### config.mk
export PLATFORM = sky130hd
export DESIGN_NAME = mem_port_arbiter_flat
export DESIGN_NICKNAME = d
export VERILOG_FILES = /design/src/rtl/cpu_pkg.sv /design/src/rtl/mem_port_arbiter_if.sv /design/src/rtl/mem_prio_sel.sv /design/src/rtl/mem_port_arbiter.sv /design/src/flat_wrapper.sv
export SDC_FILE = /design/constraint.sdc
export NUM_CORES = 1
export LEC_CHECK = 0
export ABC_AREA = 1
export CORE_MARGIN = 5
export CORE_UTILIZATION = 27
export DETAILED_ROUTE_END_ITERATION = 16
export GPL_TIMING_DRIVEN = 0
export PLACE_DENSITY_LB_ADDON = 0.1
export SYNTH_ARGS = -nofsm -noshare
export SYNTH_HDL_FRONTEND = slang
export SYNTH_SLANG_ARGS = --single-unit
### constraint.sdc
create_clock -name clk -period 5.31 [get_ports clk]
set_clock_uncertainty 0.2 [all_clocks]
set_input_delay 1.3275 -clock clk [delete_from_list [all_inputs] [get_ports clk]]
set_output_delay 1.3275 -clock clk [all_outputs]
set_load 0.02 [all_outputs]
### src/rtl/cpu_pkg.sv
// Shared encodings and defaults for the memory-port arbiter.
// Grantee codes, FSM states, IV address and starvation limit.
package cpu_pkg;

    localparam logic [1:0] GNT_NONE = 2'd0;
    localparam logic [1:0] GNT_IF   = 2'd1;
    localparam logic [1:0] GNT_D    = 2'd2;
    localparam logic [1:0] GNT_IV   = 2'd3;

    localparam logic [0:0] ST_IDLE   = 1'b0;
    localparam logic [0:0] ST_ACCESS = 1'b1;

    localparam logic [7:0] IV_ADDR_DEF      = 8'h01;
    localparam int         STARVE_LIMIT_DEF = 3;

    function automatic logic [1:0] gnt_encode(input logic if_g, input logic d_g, input logic iv_g);
        logic [1:0] code;
        if (iv_g) begin
            code = GNT_IV;
        end else if (d_g) begin
            code = GNT_D;
        end else if (if_g) begin
            code = GNT_IF;
        end else begin
            code = GNT_NONE;
        end
        return code;
    endfunction

endpackage

### src/rtl/mem_port_arbiter_if.sv
// Client request/response and single memory-port signals of the arbiter.
// slave = arbiter view, master = clients plus memory.
interface mem_port_arbiter_if;

    logic       if_req;
    logic [7:0] if_addr;
    logic       if_gnt;
    logic       if_valid;
    logic [7:0] if_rdata;

    logic       d_req;
    logic       d_we;
    logic [7:0] d_addr;
    logic [7:0] d_wdata;
    logic       d_gnt;
    logic       d_valid;
    logic [7:0] d_rdata;

    logic       iv_req;
    logic       iv_gnt;
    logic       iv_valid;
    logic [7:0] iv_rdata;

    logic [7:0] mem_addr;
    logic [7:0] mem_wdata;
    logic       mem_we;
    logic       mem_re;
    logic [7:0] mem_rdata;

    logic       fetch_stall;

    modport slave (
        input  if_req, if_addr, d_req, d_we, d_addr, d_wdata, iv_req, mem_rdata,
        output if_gnt, if_valid, if_rdata, d_gnt, d_valid, d_rdata,
               iv_gnt, iv_valid, iv_rdata, mem_addr, mem_wdata, mem_we, mem_re,
               fetch_stall
    );

    modport master (
        output if_req, if_addr, d_req, d_we, d_addr, d_wdata, iv_req, mem_rdata,
        input  if_gnt, if_valid, if_rdata, d_gnt, d_valid, d_rdata,
               iv_gnt, iv_valid, iv_rdata, mem_addr, mem_wdata, mem_we, mem_re,
               fetch_stall
    );

endinterface

### src/rtl/mem_prio_sel.sv
// Combinational priority select: iv > d > if, fetch beats d when starved.
// i_en forces all grants low (held in reset).
module mem_prio_sel (
    input  logic i_en,
    input  logic i_if_req,
    input  logic i_d_req,
    input  logic i_iv_req,
    input  logic i_starved,
    output logic o_if_gnt,
    output logic o_d_gnt,
    output logic o_iv_gnt
);

    assign o_iv_gnt = i_en & i_iv_req;
    assign o_d_gnt  = i_en & ~i_iv_req & i_d_req & ~(i_starved & i_if_req);
    assign o_if_gnt = i_en & ~i_iv_req & i_if_req & (~i_d_req | i_starved);

endmodule

### src/rtl/mem_port_arbiter.sv
// Three-client arbiter for one synchronous-read memory port.
// Grants and command are combinational; valids follow one cycle later.
module mem_port_arbiter
    import cpu_pkg::*;
#(
    parameter logic [7:0] IV_ADDR      = IV_ADDR_DEF,
    parameter int         STARVE_LIMIT = STARVE_LIMIT_DEF
) (
    input  logic                clk,
    input  logic                rstn,
    mem_port_arbiter_if.slave   bus
);

    localparam int                CNT_W   = (STARVE_LIMIT > 3) ? $clog2(STARVE_LIMIT + 1) : 2;
    localparam logic [CNT_W-1:0]  LIMIT   = CNT_W'(STARVE_LIMIT);
    localparam logic [CNT_W-1:0]  CNT_ONE = CNT_W'(1);

    logic [0:0]       r_state;
    logic [1:0]       r_last;
    logic [CNT_W-1:0] r_starve;
    logic             r_iv_blk;

    logic       w_iv_ok;
    logic       w_starved;
    logic       w_if_gnt;
    logic       w_d_gnt;
    logic       w_iv_gnt;
    logic       w_any_gnt;
    logic [1:0] w_gnt_code;
    logic       w_live;
    logic       w_if_valid;
    logic       w_d_valid;
    logic       w_iv_valid;

    assign w_iv_ok    = bus.iv_req & ~r_iv_blk;
    assign w_starved  = (r_starve >= LIMIT);
    assign w_any_gnt  = w_if_gnt | w_d_gnt | w_iv_gnt;
    assign w_gnt_code = gnt_encode(w_if_gnt, w_d_gnt, w_iv_gnt);

    mem_prio_sel u_prio_sel (
        .i_en      (rstn),
        .i_if_req  (bus.if_req),
        .i_d_req   (bus.d_req),
        .i_iv_req  (w_iv_ok),
        .i_starved (w_starved),
        .o_if_gnt  (w_if_gnt),
        .o_d_gnt   (w_d_gnt),
        .o_iv_gnt  (w_iv_gnt)
    );

    // Access FSM and the grantee whose valid is due next cycle
    always_ff @(posedge clk or negedge rstn) begin
        if (!rstn) begin
            r_state <= ST_IDLE;
            r_last  <= GNT_NONE;
        end else begin
            r_last <= w_gnt_code;
            case (r_state)
                ST_IDLE:   r_state <= w_any_gnt ? ST_ACCESS : ST_IDLE;
                ST_ACCESS: r_state <= w_any_gnt ? ST_ACCESS : ST_IDLE;
                default:   r_state <= ST_IDLE;
            endcase
        end
    end

    // Starvation counter saturates at the limit; fetch progress or no fetch clears it
    always_ff @(posedge clk or negedge rstn) begin
        if (!rstn) begin
            r_starve <= '0;
        end else if (w_if_gnt || !bus.if_req) begin
            r_starve <= '0;
        end else if ((w_d_gnt || w_iv_gnt) && !w_starved) begin
            r_starve <= r_starve + CNT_ONE;
        end else begin
            r_starve <= r_starve;
        end
    end

    // Single-shot IV: re-arm only after iv_req has been seen low
    always_ff @(posedge clk or negedge rstn) begin
        if (!rstn) begin
            r_iv_blk <= 1'b0;
        end else if (w_iv_gnt) begin
            r_iv_blk <= 1'b1;
        end else if (!bus.iv_req) begin
            r_iv_blk <= 1'b0;
        end else begin
            r_iv_blk <= r_iv_blk;
        end
    end

    // Memory command for the current grant
    always_comb begin
        bus.mem_addr  = 8'h00;
        bus.mem_wdata = 8'h00;
        bus.mem_we    = 1'b0;
        bus.mem_re    = 1'b0;
        if (w_iv_gnt) begin
            bus.mem_addr = IV_ADDR;
            bus.mem_re   = 1'b1;
        end else if (w_d_gnt) begin
            bus.mem_addr = bus.d_addr;
            if (bus.d_we) begin
                bus.mem_we    = 1'b1;
                bus.mem_wdata = bus.d_wdata;
            end else begin
                bus.mem_re = 1'b1;
            end
        end else if (w_if_gnt) begin
            bus.mem_addr = bus.if_addr;
            bus.mem_re   = 1'b1;
        end else begin
            bus.mem_re = 1'b0;
        end
    end

    assign w_live     = (r_state == ST_ACCESS);
    assign w_if_valid = w_live & (r_last == GNT_IF);
    assign w_d_valid  = w_live & (r_last == GNT_D);
    assign w_iv_valid = w_live & (r_last == GNT_IV);

    assign bus.if_gnt      = w_if_gnt;
    assign bus.d_gnt       = w_d_gnt;
    assign bus.iv_gnt      = w_iv_gnt;
    assign bus.if_valid    = w_if_valid;
    assign bus.d_valid     = w_d_valid;
    assign bus.iv_valid    = w_iv_valid;
    assign bus.if_rdata    = w_if_valid ? bus.mem_rdata : 8'h00;
    assign bus.d_rdata     = w_d_valid  ? bus.mem_rdata : 8'h00;
    assign bus.iv_rdata    = w_iv_valid ? bus.mem_rdata : 8'h00;
    assign bus.fetch_stall = rstn & bus.if_req & ~w_if_gnt;

endmodule

### src/flat_wrapper.sv
// flat-port wrapper written by rule: the top's interface ports become plain ports
module mem_port_arbiter_flat import cpu_pkg::*;
#(
    parameter logic [7:0] IV_ADDR      = IV_ADDR_DEF,
    parameter int         STARVE_LIMIT = STARVE_LIMIT_DEF
)
  (clk, rstn, bus_if_req, bus_if_addr, bus_d_req, bus_d_we, bus_d_addr, bus_d_wdata, bus_iv_req, bus_mem_rdata, bus_if_gnt, bus_if_valid, bus_if_rdata, bus_d_gnt, bus_d_valid, bus_d_rdata, bus_iv_gnt, bus_iv_valid, bus_iv_rdata, bus_mem_addr, bus_mem_wdata, bus_mem_we, bus_mem_re, bus_fetch_stall);
  mem_port_arbiter_if bus_i ();
  input  logic clk;
  input  logic rstn;
  input wire logic [$bits(bus_i.if_req)-1:0] bus_if_req;
  input wire logic [$bits(bus_i.if_addr)-1:0] bus_if_addr;
  input wire logic [$bits(bus_i.d_req)-1:0] bus_d_req;
  input wire logic [$bits(bus_i.d_we)-1:0] bus_d_we;
  input wire logic [$bits(bus_i.d_addr)-1:0] bus_d_addr;
  input wire logic [$bits(bus_i.d_wdata)-1:0] bus_d_wdata;
  input wire logic [$bits(bus_i.iv_req)-1:0] bus_iv_req;
  input wire logic [$bits(bus_i.mem_rdata)-1:0] bus_mem_rdata;
  output wire logic [$bits(bus_i.if_gnt)-1:0] bus_if_gnt;
  output wire logic [$bits(bus_i.if_valid)-1:0] bus_if_valid;
  output wire logic [$bits(bus_i.if_rdata)-1:0] bus_if_rdata;
  output wire logic [$bits(bus_i.d_gnt)-1:0] bus_d_gnt;
  output wire logic [$bits(bus_i.d_valid)-1:0] bus_d_valid;
  output wire logic [$bits(bus_i.d_rdata)-1:0] bus_d_rdata;
  output wire logic [$bits(bus_i.iv_gnt)-1:0] bus_iv_gnt;
  output wire logic [$bits(bus_i.iv_valid)-1:0] bus_iv_valid;
  output wire logic [$bits(bus_i.iv_rdata)-1:0] bus_iv_rdata;
  output wire logic [$bits(bus_i.mem_addr)-1:0] bus_mem_addr;
  output wire logic [$bits(bus_i.mem_wdata)-1:0] bus_mem_wdata;
  output wire logic [$bits(bus_i.mem_we)-1:0] bus_mem_we;
  output wire logic [$bits(bus_i.mem_re)-1:0] bus_mem_re;
  output wire logic [$bits(bus_i.fetch_stall)-1:0] bus_fetch_stall;
  assign bus_i.if_req = bus_if_req;
  assign bus_i.if_addr = bus_if_addr;
  assign bus_i.d_req = bus_d_req;
  assign bus_i.d_we = bus_d_we;
  assign bus_i.d_addr = bus_d_addr;
  assign bus_i.d_wdata = bus_d_wdata;
  assign bus_i.iv_req = bus_iv_req;
  assign bus_i.mem_rdata = bus_mem_rdata;
  assign bus_if_gnt = bus_i.if_gnt;
  assign bus_if_valid = bus_i.if_valid;
  assign bus_if_rdata = bus_i.if_rdata;
  assign bus_d_gnt = bus_i.d_gnt;
  assign bus_d_valid = bus_i.d_valid;
  assign bus_d_rdata = bus_i.d_rdata;
  assign bus_iv_gnt = bus_i.iv_gnt;
  assign bus_iv_valid = bus_i.iv_valid;
  assign bus_iv_rdata = bus_i.iv_rdata;
  assign bus_mem_addr = bus_i.mem_addr;
  assign bus_mem_wdata = bus_i.mem_wdata;
  assign bus_mem_we = bus_i.mem_we;
  assign bus_mem_re = bus_i.mem_re;
  assign bus_fetch_stall = bus_i.fetch_stall;
  mem_port_arbiter #(.IV_ADDR(IV_ADDR), .STARVE_LIMIT(STARVE_LIMIT)) u_core (.clk(clk), .rstn(rstn), .bus(bus_i));
endmodule
# --- After elaboration in Yosys (flattened, before gate mapping) ---
# Cells that the tools add are included.
word_totals:
  out_inout_bits: 49
  reg_bits: 6
classes:
  muxes: 24
  add_sub_neg: 1
  n_reduce_logical: 6
  n_eq_ne: 4
  magnitude_cmp: 1
  bitwise: 21
op_table:
  columns: ["cell", "n"]
  rows:
  - ["8-bit 2-to-1 mux", 9]
  - ["1-bit bitwise AND", 13]
  - ["1-bit 2-to-1 mux", 11]
  - ["2-bit 2-to-1 mux", 4]
  - ["1-bit inverter", 5]
  - ["2-bit equality test (second input constant)", 2]
  - ["1-bit OR", 3]
  - ["2-bit by 1-bit adder with 2-bit output (second input constant)", 1]
  - ["2-bit by 1-bit equality test with 1-bit output (second input constant)", 1]
  - ["2-bit greater-or-equal comparator (second input constant)", 1]
  - ["1-bit zero test", 2]
  - ["1-bit logical OR", 2]
  - ["2-bit by 1-bit inequality test with 1-bit output (second input constant)", 1]
  - ["2-bit nonzero test", 1]
  - ["1-bit logical AND", 1]

# --- Longest topological paths before layout ---
logic_depth:
  word_depth: 10
  ltp_mapped: 9

# --- By module ---
# A second synthesis with hierarchy kept.
hier_totals:
  cells_unflattened: 128
  hier_area_um2: 664.4
by_module_without_submodules:
  columns: ["module", "cells_each", "area_per_inst_um2", "instances"]
  rows:
  - ["mem_port_arbiter", 117, 621.8, 1]
  - ["mem_prio_sel", 11, 42.5, 1]

# --- Worst setup path after synthesis ---
# No wires, ideal clock.
synth_timing:
  path_kind: "input to output"
  start: "input port rstn"
  end: "output port bus_mem_addr[0]"
  t_required_ns: 3.783
  stages: 4
  arrival_time_ns: 2.091
  path_slack_ns: 1.692
  cell_sequence: "inv_1 nor2_1 inv_1 nand3_1"
synth_lines:
  columns: ["item", "line", "rtl"]
  rows:
  - ["from (decl)", "flat_wrapper.sv:10", "input logic rstn;"]
  - ["1-bit bitwise AND", "mem_prio_sel.sv:14", "assign o_iv_gnt = i_en & i_iv_req;"]
  - ["named net bus_iv_gnt", "flat_wrapper.sv:25", "output wire logic [$bits(bus_i.iv_gnt)-1:0] bus_iv_gnt;"]
  - ["8-bit 2-to-1 mux", "mem_port_arbiter.sv:98", "if (w_iv_gnt) begin"]
  - ["to (decl)", "flat_wrapper.sv:28", "output wire logic [$bits(bus_i.mem_addr)-1:0] bus_mem_addr;"]
# The timed path passes the listed nets, and every way through them passes these cells.

# --- Worst setup path in the final report ---
layout_timing:
  start: "input port rstn"
  end: "output port bus_mem_addr[4]"
layout_via:
  elab_chain_len: 6
layout_rtl:
  columns: ["item", "line", "rtl"]
  rows:
  - ["1-bit bitwise AND", "mem_prio_sel.sv:15, mem_prio_sel.sv:16", null]
  - ["1-bit bitwise AND (2 in series)", "mem_prio_sel.sv:16", "assign o_if_gnt = i_en & ~i_iv_req & i_if_req & (~i_d_req | i_starved);"]
  - ["8-bit 2-to-1 mux", "mem_port_arbiter.sv:109", "end else if (w_if_gnt) begin"]
  - ["8-bit 2-to-1 mux", "mem_port_arbiter.sv:101", "end else if (w_d_gnt) begin"]
  - ["8-bit 2-to-1 mux (*)", "mem_port_arbiter.sv:98", null]
# Mark *: on every way between the ends. The rest lies on a longest branch, timed or not.

==> impl_metrics.csv <==
group,metric,value,unit
layout,nNetsFinal,245,
clocking,clk_pin_slew,0.05,ns
clocking,tritoncts,"done",
logic_synthesis,synth_warnings,0,
clocking,cts_resized,0,
logic_synthesis,yosys_register_bits,6,
worst_setup_path,startpoint_type,"primary input",
sta,slew_violations,0,
clocking,postCtsSetupBuffers,0,
logic_synthesis,syn_area_per_cell,5.922,um2
worst_setup_path,critical_path.endpoint_type,"primary output",
die,ioPinCount,87,
logic_synthesis,ys_seq_area_frac,0.2186,
clocking,cts_max_path_buffers,2,
placed_design,port_buffers,85,
grt,grt_pass1_wl,4512,um
sta,fmax,211.1,MHz
worst_setup_path,reg2regPathDepth,9,
worst_setup_path,arrival,3.21,ns
logic_synthesis,syn_inst,116,
grt,gr-total-overflow,0,
power,power_density,135.7,nW/um2
power,vdd_drop_max,0.0002102,V
outcome,status,"finished clean",
sta,worstMarginPinSlew,0.4143,ns
worst_setup_path,critical_path_class,"primary input to primary output",
layout,stdcell_area,1598,um2
clocking,clk_latency,0.25,ns
worst_setup_path,r2r_slack,3.74,ns
route,routed_wl,3048,um
clocking,cts_sinks,6,
layout,layout-drive-gt1-share,0.1078,
grt,antenna_found_initial,0,
grt,grt_max_degree,11,
power,p_leak,0.7192,nW
logic_synthesis,synth.distinct_cells,18,
sta,slew-limit-headroom,0.7230,
placed_design,gp_congestion,0.6995,
layout,mostFrequentLayoutCells,"85 x clkdlybuf4s50_1, 37 x nor2_1, 21 x nand2_1, 18 x inv_1, 7 x a22o_1",
power,power.total,0.2168,mW
die,die_w,60.44,um
placed_design,place_area,1575,um2
sta,finalSetupViolCount,0,
hold_path,worstHoldPathType,"flop to flop",
die,rows,18,
logic_synthesis,synth_nets,155,
worst_setup_path,path_max_fanout,10,
flow_run,drv_cap,0,
route,wl_per_cell,13.03,um
route,post-route-drc-count,0,
sta,fin_crit,4.737,ns
layout,fin_cells,234,
route,vias,1025,
route,dr.pass1.iters,4,
worst_setup_path,required,3.78,ns
grt,first_global_vias,989,
sta,fin_tns_setup,0,ns
die,die_area,3653,um2
die,die_h,60.44,um
grt,track_usage,0.1582,
logic_synthesis,syn_area,686.9,um2
sta,fin_crit_sh,0.8920,
layout,n_antenna_cell,0,
route,ant_nets,0,
die,core_area,2455,um2
layout,syn2layout_area_growth,132.6,%
die,start_util,0.2798,
clocking,clk_root_buffer_cell,"clkbuf_4",
placed_design,placed_cells,231,
hold_path,min_path_cells,2,
clocking,numCtsBuffers,3,
sta,rsz0062_at_grt,"false",
sta,finalHoldViolCount,0,
placed_design,hpwl,2662,um
route,viasPerCell,4.380,
clocking,cts_max_level,1,
route,drtIter0Drc,33,
layout,mostFrequentLayoutCell,"clkdlybuf4s50_1",
clocking,ctsHoldBuffers,0,
==> worst paths after layout <==
check	startpoint	endpoint
max in group asynchronous	rstn	u_core.r_starve[1]$_DFFE_PN0P_
min in group asynchronous	rstn	u_core.r_state$_DFF_PN0_
min reg2reg	u_core.r_iv_blk$_DFFE_PN0P_	u_core.r_iv_blk$_DFFE_PN0P_
max	rstn	bus_mem_addr[4]
max reg2reg	u_core.r_starve[0]$_DFFE_PN0P_	u_core.r_starve[0]$_DFFE_PN0P_
min	u_core.r_iv_blk$_DFFE_PN0P_	u_core.r_iv_blk$_DFFE_PN0P_
==> layer usage <==
| metal | share of wire | vias up | routed length (um) | GRT usage |
|---|---|---|---|---|
| li1 | - | 528 | - | - |
| met1 | 0.39 | 449 | 1181 | 0.1905 |
| met2 | 0.50 | 46 | 1518 | 0.2917 |
| met3 | 0.10 | 2 | 319 | 0.02766 |
| met4 | 0.0095 | 0 | 29 | 0.03715 |
| met5 | 0 | - | 0 | 0 |
==> worst max-delay path, stage by stage <==
cell,delay (ns)
clkdlybuf4s50_1,0.72
nand2_4,0.10
nor2_2,0.15
buf_6,0.15
a22o_1,0.13
clkdlybuf4s50_1,0.62
==> flip-flops by register name, indices dropped and copies added (netlist names) <==
| name | flops |
|---|---|
| u_core.r_iv_blk | 1 |
| u_core.r_last | 2 |
| u_core.r_starve | 2 |
| u_core.r_state | 1 |
==> per-stage QoR <==
step | hold slack, ns | util | worst slack (ns)
finish | 0.3014 | 0.6509 | 0.5735
floorplan | 0.2640 | - | 1.692
CTS | 0.3063 | 0.6509 | 0.5429
detailed placement | 0.2951 | 0.6417 | 0.5415
global placement | 0.2825 | 0.6417 | 0.5712
global route | 0.3619 | 0.6509 | 0.4262
==> cell families (layout without fill, tap and decap cells) <==
family | Yosys count | in the layout | synth area share
compound gates | 11 | 11 | 0.1348
fa+ha+maj | 1 | 1 | 0.01821
buf+inv | 27 | 115 | 0.1694
flops | 6 | 6 | 0.2186
simple gates | 71 | 71 | 0.4590
==> synth_stat cells, drive strengths merged <==
library cell / instances / area share
nor2: 39 / 0.22
nand2: 25 / 0.17
inv: 24 / 0.13
a22o: 7 / 0.089
dfrtp: 6 / 0.22
nand3: 4 / 0.029
buf: 3 / 0.038
nor3: 3 / 0.044
a21oi: 2 / 0.020
ha: 1 / 0.018
o211ai: 1 / 0.018
o21ai: 1 / 0.0073
==> final cells by class <==
class / instances / area [um2]
Sequential cell: 6 / 150.1
Clock buffer: 3 / 22.52
Tap cell: 30 / 37.54
Multi-Input combinational cell: 83 / 420.4
Fill cell: 233 / 857.1
Inverter: 24 / 90.09
Timing Repair Buffer: 85 / 850.8
Buffer: 3 / 26.28
==> where the power goes <==
| part | leakage [nW] | internal [mW] | total (mW) | switching (mW) |
|---|---|---|---|---|
| combinational | 0.629 | 0.0610 | 0.119 | 0.0575 |
| clock | 0.0138 | 0.0257 | 0.0445 | 0.0188 |
| sequential | 0.0765 | 0.0508 | 0.0538 | 0.00299 |
| total | 0.719 | 0.138 | 0.217 | 0.0793 |
No activity file was read; power rests on OpenSTA's default activity.
==> variant, RTL diff (same flow settings) <==
Set the package constant `STARVE_LIMIT_DEF` to 2 (it was 3).
--- a/src/rtl/cpu_pkg.sv
+++ b/src/rtl/cpu_pkg.sv
@@ -12,5 +12,5 @@
 
     localparam logic [7:0] IV_ADDR_DEF      = 8'h01;
-    localparam int         STARVE_LIMIT_DEF = 3;
+    localparam int         STARVE_LIMIT_DEF = 2;
 
     function automatic logic [1:0] gnt_encode(input logic if_g, input logic d_g, input logic iv_g);
Formal check against the unedited RTL: not equivalent (a bounded check fails within 4 cycles, from zero or initial values and one cycle with rstn low).
==> variant against the unedited design <==
  * Cell area grew 0.86%
  * Clock power shrank 6.3%
  * Sequential cell count is the same
  * Routed wire length shrank 9.5%
  * Area after synthesis grew 2.0%
  * Total power is essentially flat
  * Setup slack lost 0.23 ns
  * Largest power group unchanged
==> variant: results (changes against the unedited design) <==
{
  "run_status": "completed",
  "post_synth_num_cell_types": {"value": 20, "change": "+2"},
  "gp_routability_congestion": {"value": 0.778, "change": "+11%"},
  "post_drt_wl_per_cell": {"value": 12.1, "unit": "µm", "change": "-7.1%"},
  "grt.total_usage": {"value": 15.5, "unit": "%", "change": "-0.33 points"},
  "peakVddDrop": {"value": 165, "unit": "µV", "change": "-22%"},
  "synth_seq_area_share": {"value": 21.4, "unit": "%", "change": "-0.43 points"},
  "post_drt_via_cell_ratio": {"value": 4.50, "change": "+2.8%"},
  "worstRegToRegCells": {"value": 7, "change": "-2"},
  "post-place-cells": {"value": 225, "change": "-2.6%"},
  "share_of_post_route_cells_with_drive_strength_above_1": {"value": 14.1, "unit": "%", "change": "+3.4 points"},
  "synthTopCellsByCount": "32 x sky130_fd_sc_hd__nor2_1, 16 x sky130_fd_sc_hd__nand2_1, 15 x sky130_fd_sc_hd__inv_1, 7 x sky130_fd_sc_hd__a22o_1, 7 x sky130_fd_sc_hd__inv_2",
  "vias": {"value": 1027, "change": "+0.20%"},
  "m1WireLength": {"value": 937, "unit": "µm", "change": "-21%"},
  "pre_cts_ws": {"value": 0.327, "unit": "ns", "change": "-0.214 ns"},
  "design.final.nets": {"value": 239, "change": "-2.4%"},
  "r2r_start": "u_core.r_starve[1]$_DFFE_PN0P_",
  "met2_wirelength_from_detailed_routing": {"value": 1.48, "unit": "mm", "change": "-2.7%"},
  "postSynthAreaPerCell": {"value": 6.37, "unit": "µm²", "change": "+7.6%"},
  "fill_count": {"value": 231, "change": "-0.86%"},
  "dr_wl_met3": {"value": 328, "unit": "µm", "change": "+2.8%"},
  "max_slew.worst_pin.slew": {"value": 0.372, "unit": "ns", "change": "-0.0420 ns"},
  "grt_pass1_wl": {"value": 4.42, "unit": "mm", "change": "-2.0%"},
  "dp.final_hpwl": {"value": 2.42, "unit": "mm", "change": "-9.3%"},
  "leakage": {"value": 0.707, "unit": "nW", "change": "-1.7%"},
  "cp_data_arrival_time": {"value": 3.44, "unit": "ns", "change": "+0.23 ns"},
  "worst_hold_slack_across_all_endpoints": {"value": 0.306, "unit": "ns", "change": "+0.00412 ns"},
  "critical-path-max-stage-delay": {"value": 0.69, "unit": "ns", "change": "-0.03 ns"}
}
[variant: cell types whose count changed after synthesis, moves of 2 or more]
cell	unedited run	this run
sky130_fd_sc_hd__inv_1	18	15
sky130_fd_sc_hd__nand2_1	21	16
sky130_fd_sc_hd__nand2_4	2	0
sky130_fd_sc_hd__nand3_2	0	2
sky130_fd_sc_hd__nand4_1	0	2
sky130_fd_sc_hd__nor2_1	37	32
sky130_fd_sc_hd__nor2_2	2	0
sky130_fd_sc_hd__nor2_4	0	4
[variant: worst max-delay path by stage]
stage	slack [ns]	to	start
after global placement	0.39	bus_mem_addr[4]	rstn
after floorplan	1.72	bus_mem_addr[1]	rstn
after detailed placement	0.33	bus_mem_addr[3]	rstn
after CTS	0.32	bus_mem_addr[3]	rstn
after global routing	0.15	bus_mem_addr[2]	rstn
final	0.34	bus_mem_addr[3]	rstn
[variant: routing by layer]
metal	vias up	track usage (%)
met3	2	5.53
met4	0	4.02
met2	48	30.4
li1	519	-
met1	458	15.1
met5	-	0
[variant: area by class of cell]
type                       count  area share [%]
multi-input combinational     79            27.7
clock buffer                   3            1.40
inverter                      23            5.51
timing repair buffer          85            52.8
sequential                     6            9.32
buffer                         2           0.932
tap                           30            2.33
[variant: cell families after synthesis]
| family | synth area share (%) |
|---|---|
| and+or+nand+nor | 47.3 |
| buffers and inverters | 14.8 |
| AOI/OAI and AO/OA | 14.6 |
| DFF | 21.4 |
| adders and majority gates | 1.79 |
[variant: report_power, final]
part           total (mW)  switching (mW)  internal, mW
sequential         0.0531         0.00263        0.0504
clock              0.0417          0.0161        0.0255
combinational       0.122          0.0600        0.0620
total               0.217          0.0788         0.138
